File: src/rtl/affine_interp_pkg.sv
// Shared constants for the affine interpolation filter blocks: tap coefficients,
// phase-code encodings and the product-width rule used by every MCM pipe.
package affine_interp_pkg;

  localparam int COEF_T2_60 = 60;
  localparam int COEF_T2_45 = 45;
  localparam int COEF_T2_26 = 26;
  localparam int COEF_INT   = 64;

  localparam logic [1:0] SEL_60  = 2'd0;
  localparam logic [1:0] SEL_45  = 2'd1;
  localparam logic [1:0] SEL_26  = 2'd2;
  localparam logic [1:0] SEL_INT = 2'd3;

  // 64 is the largest coefficient magnitude, so six extra bits hold 64*min without wrap.
  localparam int MCM_GUARD_BITS = 6;

  function automatic int mcm_out_w(input int in_w);
    return in_w + MCM_GUARD_BITS;
  endfunction

endpackage

File: src/rtl/affine_tap2_mcm_core.sv
// Combinational shift-add multiple-constant multiplier for tap 2.
// The stage-A half builds the shared partials w15 and w13 from X; the stage-B half
// turns registered partials into X*60, X*45, X*26 and the integer-position X*64.
// All arithmetic is OUT_W-bit two's complement and wraps if OUT_W is made narrow.
module affine_tap2_mcm_core #(
  parameter int OUT_W = 14
) (
  input  logic signed [OUT_W-1:0] a_x,
  output logic signed [OUT_W-1:0] a_w15,
  output logic signed [OUT_W-1:0] a_w13,
  input  logic signed [OUT_W-1:0] b_x,
  input  logic signed [OUT_W-1:0] b_w15,
  input  logic signed [OUT_W-1:0] b_w13,
  output logic signed [OUT_W-1:0] b_w60,
  output logic signed [OUT_W-1:0] b_w45,
  output logic signed [OUT_W-1:0] b_w26,
  output logic signed [OUT_W-1:0] b_w64
);

  // Stage-A partials: 15X = 16X - X, and 13X reuses 15X by removing 2X.
  always_comb begin
    a_w15 = (a_x <<< 4) - a_x;
    a_w13 = a_w15 - (a_x <<< 1);
  end

  // Stage-B products: 60X = 4*15X, 45X = 60X - 15X, 26X = 2*13X, 64X is a pure shift.
  always_comb begin
    b_w60 = b_w15 <<< 2;
    b_w45 = b_w60 - b_w15;
    b_w26 = b_w13 <<< 1;
    b_w64 = b_x <<< 6;
  end

endmodule

File: src/rtl/affine_tap2_mcm_pipe.sv
// Two-stage valid/ready pipeline around the tap-2 MCM core. Stage A captures the
// sample, its phase code and the shared partials; stage B holds the three fixed
// products plus the one product picked by the phase code. Full backpressure: a
// stalled output holds stable and the input stalls once both stages are occupied.
module affine_tap2_mcm_pipe
  import affine_interp_pkg::*;
#(
  parameter int IN_W  = 8,
  parameter int OUT_W = mcm_out_w(IN_W)
) (
  input  logic                    clk,
  input  logic                    rst,
  input  logic                    s_valid,
  output logic                    s_ready,
  input  logic signed [IN_W-1:0]  s_x,
  input  logic [1:0]              s_sel,
  output logic                    m_valid,
  input  logic                    m_ready,
  output logic signed [OUT_W-1:0] m_y60,
  output logic signed [OUT_W-1:0] m_y45,
  output logic signed [OUT_W-1:0] m_y26,
  output logic signed [OUT_W-1:0] m_ysel
);

  logic                    v_a;
  logic                    v_b;
  logic                    en_a;
  logic                    en_b;
  logic signed [OUT_W-1:0] x_ext;
  logic signed [OUT_W-1:0] x_a;
  logic [1:0]              sel_a;
  logic signed [OUT_W-1:0] w15_a;
  logic signed [OUT_W-1:0] w13_a;
  logic signed [OUT_W-1:0] w15_nx;
  logic signed [OUT_W-1:0] w13_nx;
  logic signed [OUT_W-1:0] w60_nx;
  logic signed [OUT_W-1:0] w45_nx;
  logic signed [OUT_W-1:0] w26_nx;
  logic signed [OUT_W-1:0] w64_nx;
  logic signed [OUT_W-1:0] ysel_nx;

  // A stage may load when it is empty or when the stage after it is moving on,
  // so s_ready depends combinationally on m_ready.
  assign en_b    = !v_b || m_ready;
  assign en_a    = !v_a || en_b;
  assign s_ready = en_a;
  assign m_valid = v_b;

  // Sign-extend (or, for a deliberately narrow OUT_W, truncate) the sample.
  assign x_ext = OUT_W'(s_x);

  affine_tap2_mcm_core #(
    .OUT_W(OUT_W)
  ) u_core (
    .a_x  (x_ext),
    .a_w15(w15_nx),
    .a_w13(w13_nx),
    .b_x  (x_a),
    .b_w15(w15_a),
    .b_w13(w13_a),
    .b_w60(w60_nx),
    .b_w45(w45_nx),
    .b_w26(w26_nx),
    .b_w64(w64_nx)
  );

  // Phase-code mux picks the product that the filter tap needs for this sample.
  always_comb begin
    ysel_nx = w64_nx;
    case (sel_a)
      SEL_60:  ysel_nx = w60_nx;
      SEL_45:  ysel_nx = w45_nx;
      SEL_26:  ysel_nx = w26_nx;
      SEL_INT: ysel_nx = w64_nx;
      default: ysel_nx = w64_nx;
    endcase
  end

  // Stage A register bank: data only changes when a real sample is accepted.
  always_ff @(posedge clk) begin
    if (rst) begin
      v_a   <= 1'b0;
      x_a   <= '0;
      sel_a <= '0;
      w15_a <= '0;
      w13_a <= '0;
    end else if (en_a) begin
      v_a <= s_valid;
      if (s_valid) begin
        x_a   <= x_ext;
        sel_a <= s_sel;
        w15_a <= w15_nx;
        w13_a <= w13_nx;
      end
    end
  end

  // Stage B register bank: holds while stalled, takes over stage A's sample otherwise.
  always_ff @(posedge clk) begin
    if (rst) begin
      v_b    <= 1'b0;
      m_y60  <= '0;
      m_y45  <= '0;
      m_y26  <= '0;
      m_ysel <= '0;
    end else if (en_b) begin
      v_b <= v_a;
      if (v_a) begin
        m_y60  <= w60_nx;
        m_y45  <= w45_nx;
        m_y26  <= w26_nx;
        m_ysel <= ysel_nx;
      end
    end
  end

endmodule

File: config.mk
export PLATFORM = sky130hd
export DESIGN_NAME = affine_tap2_mcm_pipe
export DESIGN_NICKNAME = d
export VERILOG_FILES = /design/src/rtl/affine_interp_pkg.sv /design/src/rtl/affine_tap2_mcm_core.sv /design/src/rtl/affine_tap2_mcm_pipe.sv
export SDC_FILE = /design/constraint.sdc
export NUM_CORES = 1
export LEC_CHECK = 0
export BUFFER_PORTS_ARGS = -buffer_cell sky130_fd_sc_hd__clkbuf_2
export CORE_MARGIN = 3
export CORE_UTILIZATION = 64
export CTS_CLUSTER_DIAMETER = 80
export CTS_CLUSTER_SIZE = 25
export DETAILED_ROUTE_END_ITERATION = 6
export HOLD_SLACK_MARGIN = 0.05
export PLACE_DENSITY = 0.86
export SETUP_SLACK_MARGIN = 0.1
export SYNTH_ARGS = -nofsm -noshare
export SYNTH_HDL_FRONTEND = slang
export SYNTH_HIERARCHICAL = 1
export SYNTH_SLANG_ARGS = --single-unit
export TNS_END_PERCENT = 20
File: constraint.sdc
create_clock -name clk -period 6.4 [get_ports clk]
set_clock_uncertainty 0.2 [all_clocks]
set_input_delay 1.28 -clock clk [delete_from_list [all_inputs] [get_ports clk]]
set_output_delay 1.28 -clock clk [all_outputs]
set_load 0.03 [all_outputs]
* Word level (Yosys, flattened, before mapping)
Index checks and enable logic that the tools add are counted.
Cells by class: add/subtract/negate cells 3, reduce and logical (&&, ||, !) cells 7, equality and inequality tests 3, multiplexer cells 1
Operator list (count):
- $pmux 14 s4 | 1
- $sub 14x13->14 | 1
- $sub 12x8->13 | 1
- $sub 13x9->13 | 1
- $eq 2x2->1 const B | 2
- $reduce_and 2->1 | 2
- $eq 2x1->1 const B | 1
- $logic_not 1->1 | 2
- $logic_not 2->1 | 1
- $logic_or 1x1->1 | 2
Word-level totals: output and inout port bits 58, bits of input ports 14, word-level logic and storage cells 24, register bits 91

* Depth between registers and ports, before layout
Gate-level depths: netlist of the first run.
word-level depth 4, gate-level depth with buffers 16, gate-level depth less buffers 15

* Hierarchy
The synthesis of the first run kept the hierarchy.
By module, submodules not included:
- affine_tap2_mcm_pipe | cells an instance 454, times used 1, area an instance 3965.1 um^2
- affine_tap2_mcm_core | cells an instance 284, times used 1, area an instance 2034.5 um^2

* Worst setup path after synthesis of the first run
OpenSTA, ideal clock, no wires.
path type input to register, start point in s_x[4], end point reg w13_a[13] (netlist name), path slack 2.312 ns, path buffers 0, data arrival time 3.817 ns, stages 16, cells stage by stage inv_1 -> ha_1 -> nor2b_1 -> a21oi_1 -> o211ai_1 -> a31o_1 -> a21oi_1 -> xnor2_1 -> ha_1 -> a21o_1 -> a21o_1 -> a41oi_1 -> xnor2_1 -> xnor2_1 -> nand3_1 -> a21oi_1
RTL lines:
- start, declared | line affine_tap2_mcm_pipe.sv:15 | input logic signed [IN_W-1:0] s_x,

* Worst setup path after layout of the first run
start point in s_x[0], end point reg w13_a[11]
Between the ends: cells in the longest elaborated chain, start to end 2
Ends and longest elaborated chain:
- $sub 12x8->13 | line affine_tap2_mcm_core.sv:22 | a_w15 = (a_x <<< 4) - a_x;
- named net w15_nx[8] | line affine_tap2_mcm_pipe.sv:34 | logic signed [OUT_W-1:0] w15_nx;
- $sub 13x9->13 | line affine_tap2_mcm_core.sv:23 | a_w13 = a_w15 - (a_x <<< 1);
- named net w13_nx[11] | line affine_tap2_mcm_pipe.sv:35 | logic signed [OUT_W-1:0] w13_nx;
- end signal, assigned | line affine_tap2_mcm_pipe.sv:93 | w13_a <= w13_nx;
- end, declared | line affine_tap2_mcm_pipe.sv:33 | logic signed [OUT_W-1:0] w13_a;
The timed path passes the listed nets, and every way through them passes these cells. A chain may end at the register's enable or synchronous reset.

==> results of run 1 <==
[final timing paths]
kind,from,endpoint,slack (ns),cells after the start
worst max register to register,w15_a[3],m_ysel[13],3.01,11
worst min register to register,x_a[2],x_a[2],0.28,2
worst min-delay path,x_a[2],x_a[2],0.28,2
worst max-delay path,s_x[0],w13_a[11],2.18,15
[power groups by stage]
stage	registers [mW]	clock network, mW	logic (mW)
4_1_cts	0.682	0.446	0.520
6_report	0.683	0.441	0.531
3_3_place_gp	0.693	0	0.508
5_1_grt	0.687	0.468	0.582
2_1_floorplan	0.713	0	0.408
3_5_place_dp	0.696	0	0.517
[sequential cells by signal, indices dropped and copies added, names as in the netlist]
name     count
m_valid      1
w15_a       14
v_a          1
m_y45       14
m_ysel      14
m_y26       14
sel_a        2
m_y60       14
w13_a       13
x_a          8
[metrics by stage]
stage	setup slack, ns	util
final	2.18	0.690
after global placement	2.00	0.665
after detailed placement	1.90	0.665
after floorplan	2.33	-
after global routing	1.93	0.690
after CTS	2.28	0.690
[worst max-delay path: stages]
cell and delay (ns):
sky130_fd_sc_hd__clkbuf_2 0.19, sky130_fd_sc_hd__ha_1 0.37, sky130_fd_sc_hd__nor2b_1 0.32, sky130_fd_sc_hd__a21oi_1 0.14, sky130_fd_sc_hd__o21ai_1 0.25, sky130_fd_sc_hd__a21oi_1 0.13
sky130_fd_sc_hd__xnor2_1 0.17, sky130_fd_sc_hd__ha_1 0.27, sky130_fd_sc_hd__nor4_1 0.25, sky130_fd_sc_hd__o21ai_1 0.13, sky130_fd_sc_hd__a31o_1 0.23, sky130_fd_sc_hd__a21oi_1 0.17
sky130_fd_sc_hd__xnor2_1 0.15, sky130_fd_sc_hd__nand3_1 0.09, sky130_fd_sc_hd__a21oi_1 0.15
[cell type report]
class                      count  area [um^2]  share of cell area
tap                          108          135              0.0221
inverter                      39          146              0.0240
timing repair buffer          76          393              0.0643
clock inverter                 7          104              0.0170
clock buffer                   9          124              0.0203
multi-input combinational    502         3300               0.541
sequential                    95         1900               0.311
[cells in the final DEF, fill, tap and decap left out, drive strengths merged, types with 3 or more instances in the layout]
master,n
mux4,14
a21o,8
nor2,11
o21a,6
xor2,9
nand2b,5
nor2b,3
xnor2,24
ha,34
dfxtp,95
nor3,7
inv,41
conb,9
a211oi,3
o21ai,112
nand2,10
clkbuf,80
buf,5
nand3,96
a21oi,115
[layer usage]
metal,routed length (um),up-vias,GRT usage
met3,896,25,0.0416
met4,277,0,0.0777
met5,0,-,0
met2,6880,213,0.445
li1,-,2546,-
met1,6180,2535,0.370
==> results.md, run 1 <==
- At the later pin of the worst-skew pair, clock insertion delay measures 0.36 ns.
- The endpoint type of the worst setup path is a flop.
- The worst setup path is of the in -> reg kind.
- After clock tree synthesis, the setup repair step added 0 buffers.
- The share of total power dissipated in sequential elements is 0.413.
- The tree is rooted in a sky130_fd_sc_hd__clkbuf_8.
- Measured along the x axis, the die boundary spans approximately 100 um.
- At the pin with the least slew margin, the transition time is a little over 1 ns.
- The cell area that synthesis handed to floorplanning was about 0.006 mm^2.
- In the routed design, unresolved DRC markers number 0.
- Summed over all cells, the static leakage comes to roughly 2.5 nW.
- The highest attainable clock frequency is 237 MHz.
- Post-CTS repair changed the size of 0 cells.
- The initial antenna violation count is 0.
- The maximum vdd ir drop is roughly 0.18 mV.
- The max-cap check violation count is 0.
- Setup repair after global routing left no endpoint under its margin.
- Clock-pin slew was measured on the worst setup and hold paths at approximately 0.090 ns.
- The critical path launch point type is an input port.
- The fraction of power consumed by the clock network is 0.266.
- The number of global-route vias before repair came to 4665.
- The fill cell total of the finished layout is 725.
- The portion of the clock cycle consumed by the worst path in the final layout is 0.659.
- The post-place instance area is between 0.005 and 0.006 mm^2.
- The worst min-delay path category is reg -> reg.
- The total number of placement rows is 34.
- The number of warnings printed during yosys synthesis is 6.
- The run finished with clean final reports.
- For this design the total switching power over the nets is between 0.5 and 0.6 mW.
- The tree built by TritonCTS fans out to 95 sinks.
- The count of placed standard cells including taps is approximately 800.
- The post-cts hold buffer count is 0.
- After the flow finishes, the layout carries non-filler instances totaling 836.
- The number of failing hold endpoints at the final stage came to 0.
- The sum of negative setup slack is 0 ns.
- The wire length after detailed routing is 14200 um.
- Setup violations remaining at the end of the flow were counted as 0.
- The shortest clock period the worst path allows after layout is ~4.2 ns.
- The routed layout has 5319 vias.
- The share of total power in combinational logic is 0.321.
- The share of total power consumed by net switching is 0.353.
- Cell internal power was estimated by the tool at 1.07 mW.
- The total power of the final layout is around 1.7 mW.
- The detail route stage leaves a number of antenna-violating nets equal to 0.
- 0 antenna diodes ended up in the layout.
- The congestion estimate from routability-driven global placement came to roughly 0.9.
- The final number of max-transition violations came to 0.
- The count of routing violations after the opening detailed-route iteration is 385.
- The boundary pin count is 72.
- The required time reported for the critical path endpoint is 6.49 ns.
- In this run the tightest slew margin relative to its limit is 0.321.
- Entering global routing, the biggest net connects 96 pins.
- For this run the aggregate overflow at the end of global routing stands at 0.
- Data on the critical path arrives at its endpoint at around 4.3 ns.
- The total power per unit cell area is around 270 mW/mm^2.
- Clock tree synthesis inserted a total of 9 buffers.
- The cell area after layout is 0.00611 mm^2.
- The effective utilization at floorplan is 0.669.
- The floorplan step defined a die boundary enclosing around 0.010 mm^2.
- The placed wire-length estimate is 10300 um.
- The clock tree synthesis step divided the H-tree into 3 levels.
- Input and output buffers added on the ports amount to 71.
- The final layout contains ~770 nets.
- The layout cell share with drive strength beyond 1 is 0.146.
- The first-pass GRT wire length is 22500 um.
- The height of the chip is roughly 100 um.
- The number of buffers on the longest clock path is 2.
- In the routed layout, each cell is associated on average with a via count of approximately 6.4.
- For this run, the total global-route usage over all layers was measured as 0.270.
- The floorplan step defined a core boundary enclosing just under 0.009 mm^2.
- The maximum fanout encountered on the critical timing path is 10.
- The number of detailed-route iterations in the first pass is 5.
- The number of cells produced by synthesis is approximately 730.
- The post-route worst hold slack is 0.282 ns.
- The TritonCTS clock tree is yes.
- Each instance of the synthesized netlist takes up on average between 8 and 9 um^2.
- Relative to the synthesized area, the layout overhead comes to 3.26%.
- The final routed wire length divided by cell count is roughly 17 um.
(Power assumes the default switching activity.)
==> run 2, diff against run 1 <==
- CORE_UTILIZATION: 64 -> 59
- PLACE_DENSITY: 0.86 -> 0.8
- clock period: 6.4 -> 4.4 ns (I/O delays scaled with it)
==> results.md, run 2 (same netlist as run 1, synthesis figures left out) <==
- Result of the run: complete, no violations (unchanged).
- The final number of max-transition violations is 0 (unchanged).
- The capturing element of the worst setup path is w13_a[12] (was w13_a[11]).
- The global-route track usage on met1 came to 0.339 (was 0.370).
- The required time reported for the critical path endpoint is 4.49 ns (was 6.49 ns).
- The static power due to leakage is 2.44 nW (was 2.46 nW).
- The post-route worst hold slack is 0.279 ns (was 0.282 ns).
- The number of input and output port buffers inserted was 71 (unchanged).
- The placed wire-length estimate came to 10900 um (was 10300 um).
- The buffer count from post-CTS setup fixing is 0 (unchanged).
- The H-tree depth reported by CTS came to 3 (unchanged).
- The slew at the pin closest to its max-slew limit is 1.01 ns (was 1.02 ns).
- The post-synthesis to final-layout area growth is 2.98% (was 3.26%).
- The library cell contributing the largest single delay on the critical path was sky130_fd_sc_hd__ha_1 (unchanged).
- The biggest cell delay along the critical path is 0.35 ns (was 0.37 ns).
- The fill cell total of the finished layout is 857 (was 725).
- The internal reg-to-reg setup slack is 0.86 ns (was 3.01 ns).
- The final routed wire length divided by cell count is 17.7 um (was 17.0 um).
- The maximum vdd ir drop is 0.271 mV (was 0.183 mV).
- The maximum fanout encountered on the critical timing path is 10 (unchanged).
- The die area came to 0.0113 mm^2 (was 0.0104 mm^2).
- The antenna diode count is 0 (unchanged).
- The critical path start-end classification is in -> reg (unchanged).
- The max-cap check violation count was 0 (unchanged).
- The footprint of the flip-flops and latches is 0.00190 mm^2 (unchanged).
- The final routed DRC violation total was 0 (unchanged).
- The wire length after detailed routing is 15200 um (was 14200 um).
- The area of the core is 0.00950 mm^2 (was 0.00885 mm^2).
- The first-pass GRT wire length came to 24400 um (was 22500 um).
- The boundary pin count was 72 (unchanged).
- The horizontal extent of the die is 106 um (was 102 um).
- The worst path in the final design needs a cycle of ~3.9 ns, including I/O delays and setup.
- The worst min-delay path category is reg -> reg (unchanged).
- The portion of the clock cycle consumed by the worst path in the final layout is 0.876.
- The number of detailed-route iterations in the first pass is 5 (unchanged).
- The weighted congestion reported at the end of routability-driven placement is 0.961 (was 0.927).
- The effective utilization at floorplan was 0.623 (was 0.669).
- The area taken by multi-input logic gates came to 0.00330 mm^2 (unchanged).
- CP cell instances: clkbuf_2 > ha_1 > nor2b_1 > a21oi_1 > o211ai_1 > nand2_1 > xnor2_1 > ha_1 > a21oi_1 > nor2_1 > o21a_1 > a311oi_1 > xnor2_1 > nand3_1 > a21oi_1 (was clkbuf_2 > ha_1 > nor2b_1 > a21oi_1 > o21ai_1 > a21oi_1 > xnor2_1 > ha_1 > nor4_1 > o21ai_1 > a31o_1 > a21oi_1 > xnor2_1 > nand3_1 > a21oi_1).
- The height of the chip came to 106 um (was 102 um).
- The via-per-instance ratio was 6.18 (was 6.36).
- The post-cts hold buffer count is 0 (unchanged).
- The worst flop-to-flop path endpoint is m_ysel[13] (unchanged).
- The highest attainable clock frequency is roughly 260 MHz.
- The beginning of the worst register-to-register path is w15_a[3] (unchanged).
- The largest net degree at the start of global routing is 96 (unchanged).
- The initial antenna violation count was 0 (unchanged).
- The count of routing violations after the opening detailed-route iteration is 450 (was 385).
- The final antenna-violating net count is 0 (unchanged).
- The number of global-route vias before repair was 4800 (was 4665).
- The final standard cell utilization of the core was 0.641 (was 0.690).
- The number of cell instances on the worst register-to-register path is 11 (unchanged).
- The total clock buffers created by CTS came to 9 (unchanged).
- The cell seen most often among critical-path stages is sky130_fd_sc_hd__a21oi_1 (unchanged).
- The overall track demand over capacity in global routing is 0.267 (was 0.270).
- The layout net count is 772 (unchanged).
- The sum of negative setup slack is 0 ns (unchanged).
- The number of failing hold endpoints at the final stage was 0 (unchanged).
- The TritonCTS clock tree was yes (unchanged).
- The total power per unit cell area is 384 mW/mm^2 (was 271 mW/mm^2).
- The endpoint type of the worst setup path is a flop (unchanged).
- The worst relative slew slack is 0.327 (was 0.321).
- The layout cell share with drive strength beyond 1 is 0.146 (unchanged).
- The root buffer cell is sky130_fd_sc_hd__clkbuf_8 (unchanged).
- The beginning of the worst hold path is m_y60[6] (was x_a[2]).
- The via total after detailed routing was 5294 (was 5319).
- The number of buffers on the longest clock path is 2 (unchanged).
- The busiest metal layer after global routing is met2 (unchanged).
- The count of placed standard cells including taps is 841 (was 820).
- Leading cell types in the layout, fill and taps excluded: 115 x sky130_fd_sc_hd__a21oi_1, 96 x sky130_fd_sc_hd__nand3_1, 96 x sky130_fd_sc_hd__o21ai_0 (unchanged).
- The met2 track demand over resource in global routing came to 0.444 (was 0.445).
- The final number of setup-violating endpoints is 0 (unchanged).
- The met3 usage in global routing is 0.0546 (was 0.0416).
- The clock net sink count is 95 (unchanged).
- The signal arrival time at the worst endpoint is 3.95 ns (was 4.30 ns).
- Setup repair after global routing missed its margin: false (unchanged).
- The launch point of the worst path was s_x[0] (unchanged).
- The most common cell after layout, fill and taps aside is sky130_fd_sc_hd__a21oi_1 (unchanged).
- The clock latency at the later pin of the worst-skew pair is 0.37 ns (was 0.36 ns).
- The critical path launch point type is an input port (unchanged).
- The total of cells resized after clock tree synthesis is 0 (unchanged).
- The leftover overflow at the end of global routing is 0 (unchanged).
- The total number of placement rows is 35 (was 34).
- The clock edge transition at the registers on the reported setup and hold paths is 0.10 ns (was 0.09 ns).
- The count of non-filler cells in the finished layout is 857 (was 836).
[run 2: layout make-up]
cell class / count / area share
multi-input combinational: 502 / 0.542
tap: 129 / 0.0265
timing repair buffer: 76 / 0.0645
sequential: 95 / 0.312
clock inverter: 7 / 0.0101
clock buffer: 9 / 0.0203
inverter: 39 / 0.0240
[run 2: layer usage]
| layer | routed length (um) | vias up |
|---|---|---|
| met2 | 7490 | 231 |
| li1 | - | 2541 |
| met5 | 0 | - |
| met4 | 466 | 0 |
| met1 | 6160 | 2489 |
| met3 | 1070 | 33 |
[run 2: worst min-delay path by stage]
stage                endpoint  slack (ns)  depth (start not counted)
detailed placement     x_a[7]        0.27                          2
global placement       x_a[6]        0.26                          2
CTS                  m_y60[6]        0.28                          2
floorplan           w15_a[12]        0.25                          2
global route           x_a[3]        0.30                          2
finish               m_y60[6]        0.28                          2
[run 2: power by group]
| group | leakage [nW] | internal (mW) | switching (mW) |
|---|---|---|---|
| logic | 1.57 | 0.306 | 0.489 |
| registers | 0.776 | 0.927 | 0.0657 |
| clock network | 0.0940 | 0.217 | 0.331 |
[run 2: per-stage QoR]
stage / power (mW) / setup slack [ns] / instance area (um^2)
final: 2.34 / 0.546 / 6090
after global routing: 2.45 / 0.328 / 6090
after CTS: 2.32 / 0.632 / 6090
after detailed placement: 1.79 / 0.261 / 5910
after global placement: 1.77 / 0.447 / 5910
after floorplan: 1.63 / 0.729 / 5950
[run 2: worst max-delay path, delay by kind of cell]
| family | cells | cell delay [ns] |
|---|---|---|
| buffers and inverters | 1 | 0.17 |
| adder cells (fa/ha/maj) | 2 | 0.69 |
| AO/OA/AOI/OAI | 6 | 1.27 |
| XOR/XNOR | 2 | 0.37 |
| AND/OR/NAND/NOR | 4 | 0.57 |
==> run 3, diff against run 2 <==
- CORE_MARGIN: 3 -> not set
- CORE_UTILIZATION: 59 -> 45
- PLACE_DENSITY: 0.8 -> 0.63
==> results.md, run 3 (same netlist as run 1, synthesis figures left out) <==
- The highest attainable clock frequency is 258 MHz (was 259 MHz).
- The sum of negative setup slack is 0 ns (unchanged).
- The final routed DRC violation total is 0 (unchanged).
- The H-tree depth reported by CTS is 3 (unchanged).
- The critical path launch point type is an input port (unchanged).
- The required time reported for the critical path endpoint is 4.47 ns (was 4.49 ns).
- CP cell instances: clkbuf_2 > ha_1 > nor2b_1 > a21oi_1 > o21ai_1 > a21oi_1 > xnor2_1 > ha_1 > inv_1 > nor2_1 > o21a_1 > a311oi_1 > xnor2_1 > nand3_1 > a21oi_1 (was clkbuf_2 > ha_1 > nor2b_1 > a21oi_1 > o211ai_1 > nand2_1 > xnor2_1 > ha_1 > a21oi_1 > nor2_1 > o21a_1 > a311oi_1 > xnor2_1 > nand3_1 > a21oi_1).
- The slew at the pin closest to its max-slew limit is 1.03 ns (was 1.01 ns).
- The final antenna-violating net count came to 0 (unchanged).
- The most common cell after layout, fill and taps aside is sky130_fd_sc_hd__a21oi_1 (unchanged).
- The leftover overflow at the end of global routing is 0 (unchanged).
- The first-pass GRT wire length came to 23800 um (was 24400 um).
- The shortest clock period the worst path allows after layout is 3.88 ns (was 3.85 ns).
- The clock net sink count is 95 (unchanged).
- The layout net count is 772 (unchanged).
- The worst flop-to-flop path endpoint is m_ysel[13] (unchanged).
- The clock latency at the later pin of the worst-skew pair was 0.35 ns (was 0.37 ns).
- The boundary pin count was 72 (unchanged).
- The fill cell total of the finished layout is 1291 (was 857).
- The total clock buffers created by CTS is 9 (unchanged).
- The total number of placement rows came to 41 (was 35).
- The area of the core was 0.0127 mm^2 (was 0.00950 mm^2).
- The signal arrival time at the worst endpoint is 3.95 ns (about the same).
- The cell seen most often among critical-path stages is sky130_fd_sc_hd__a21oi_1 (unchanged).
- The TritonCTS clock tree is yes (unchanged).
- The worst min-delay path category is reg -> reg (unchanged).
- The static power due to leakage is 2.49 nW (was 2.44 nW).
- The wire length after detailed routing is 15100 um (was 15200 um).
- The max-cap check violation count is 0 (unchanged).
- Leading cell types in the layout, fill and taps excluded: 115 x sky130_fd_sc_hd__a21oi_1, 96 x sky130_fd_sc_hd__nand3_1, 96 x sky130_fd_sc_hd__o21ai_0 (unchanged).
- The horizontal extent of the die was 117 um (was 106 um).
- The area taken by multi-input logic gates came to 0.00330 mm^2 (unchanged).
- The layout cell share with drive strength beyond 1 is 0.147 (was 0.146).
- The number of global-route vias before repair was 4637 (was 4800).
- The height of the chip is 117 um (was 106 um).
- The number of detailed-route iterations in the first pass is 6 (was 5).
- The effective utilization at floorplan is 0.465 (was 0.623).
- The number of buffers on the longest clock path came to 2 (unchanged).
- The number of input and output port buffers inserted came to 71 (unchanged).
- The count of routing violations after the opening detailed-route iteration came to 321 (was 450).
- The worst relative slew slack is 0.310 (was 0.327).
- The dominant delay contributor by cell family on the critical path is compound AO/OA/AOI/OAI gates (unchanged).
- The root buffer cell is sky130_fd_sc_hd__clkbuf_16 (was sky130_fd_sc_hd__clkbuf_8).
- The footprint of the flip-flops and latches was 0.00190 mm^2 (about the same).
- The clock edge transition at the registers on the reported setup and hold paths is 0.07 ns (was 0.10 ns).
- The portion of the clock cycle consumed by the worst path in the final layout was 0.882 (was 0.876).
- Setup repair after global routing missed its margin: false (unchanged).
- The overall track demand over capacity in global routing is 0.226 (was 0.267).
- The launch point of the worst path is s_x[0] (unchanged).
- The final number of setup-violating endpoints was 0 (unchanged).
- The final routed wire length divided by cell count is 16.8 um (was 17.7 um).
- The final number of max-transition violations was 0 (unchanged).
- The via total after detailed routing is 5181 (was 5294).
- The number of failing hold endpoints at the final stage was 0 (unchanged).
- The worst path buffer plus inverter count is 2 (was 1).
- The post-cts hold buffer count is 0 (unchanged).
- The placed wire-length estimate was 11100 um (was 10900 um).
- The maximum vdd ir drop was 0.185 mV (was 0.271 mV).
- The maximum fanout encountered on the critical timing path is 10 (unchanged).
- The worst path setup slack after routing came to 0.520 ns (was 0.546 ns).
- The via-per-instance ratio is 5.76 (was 6.18).
- The post-synthesis to final-layout area growth is 5.67% (was 2.98%).
- The endpoint type of the worst setup path is a flop (unchanged).
- The minimum setup slack after placement is 0.273 ns (was 0.261 ns).
- The total power per unit cell area is 404 mW/mm^2 (was 384 mW/mm^2).
- The library cell contributing the largest single delay on the critical path was sky130_fd_sc_hd__ha_1 (unchanged).
- The weighted congestion reported at the end of routability-driven placement came to 0.873 (was 0.961).
- The internal reg-to-reg setup slack came to 1.01 ns (was 0.86 ns).
- The largest net degree at the start of global routing is 58 (was 96).
- The critical path start-end classification is in -> reg (unchanged).
- The critical path depth in cells was 15 (unchanged).
- The antenna diode count is 0 (unchanged).
- The total of cells resized after clock tree synthesis is 0 (unchanged).
- The biggest cell delay along the critical path was 0.36 ns (was 0.35 ns).
- The initial antenna violation count is 0 (unchanged).
- The beginning of the worst hold path is m_y45[8] (was m_y60[6]).
- The depth of the worst hold-timing path was 2 (unchanged).
- Result of the run: complete, no violations (unchanged).
- The worst hold endpoint was m_y45[8] (was m_y60[6]).
- The number of cell instances on the worst register-to-register path came to 11 (unchanged).
- The beginning of the worst register-to-register path is w15_a[3] (unchanged).
- The buffer count from post-CTS setup fixing came to 0 (unchanged).
- The die area was 0.0136 mm^2 (was 0.0113 mm^2).
-- run 3: tightest hold or removal path, stage by stage (launching register included) --
cell	delay [ns]
sky130_fd_sc_hd__dfxtp_1	0.31
sky130_fd_sc_hd__o21ai_0	0.06
sky130_fd_sc_hd__a21oi_1	0.06
-- run 3: power by group --
group	total, mW	internal (mW)	switching [mW]
clock network	0.749	0.395	0.354
registers	0.996	0.927	0.0687
logic	0.777	0.305	0.472
total	2.52	1.63	0.895
-- run 3: layer usage --
metal	wire length, um	GRT usage
met4	296	0.0759
met1	6930	0.296
met3	654	0.0503
met2	7240	0.370
met5	0	0
-- run 3: how the worst max path moves through the flow --
stage                            to  slack (ns)
after detailed placement  w13_a[12]        0.27
after CTS                 w13_a[12]        0.62
after floorplan           w13_a[12]        0.73
final                     w13_a[12]        0.52
after global placement    w13_a[12]        0.40
after global routing      w13_a[12]        0.31
-- run 3: final cells by class --
class                   count  area share
flip-flops and latches     95       0.304
repair buffers             76      0.0629
multi-input cells         502       0.529
inverters                  39      0.0234
clock inverters             7      0.0102
well taps                 172      0.0344
clock buffers               9      0.0360
-- run 3: through the flow --
step	area (um^2)	hold slack (ns)	instances	total power, mW	utilization
floorplan	5950	0.254	736	1.63	-
global placement	5960	0.265	884	1.77	0.469
detailed placement	5960	0.268	884	1.78	0.469
CTS	6250	0.278	900	2.53	0.491
global route	6250	0.290	900	2.66	0.491
finish	6250	0.276	900	2.52	0.491
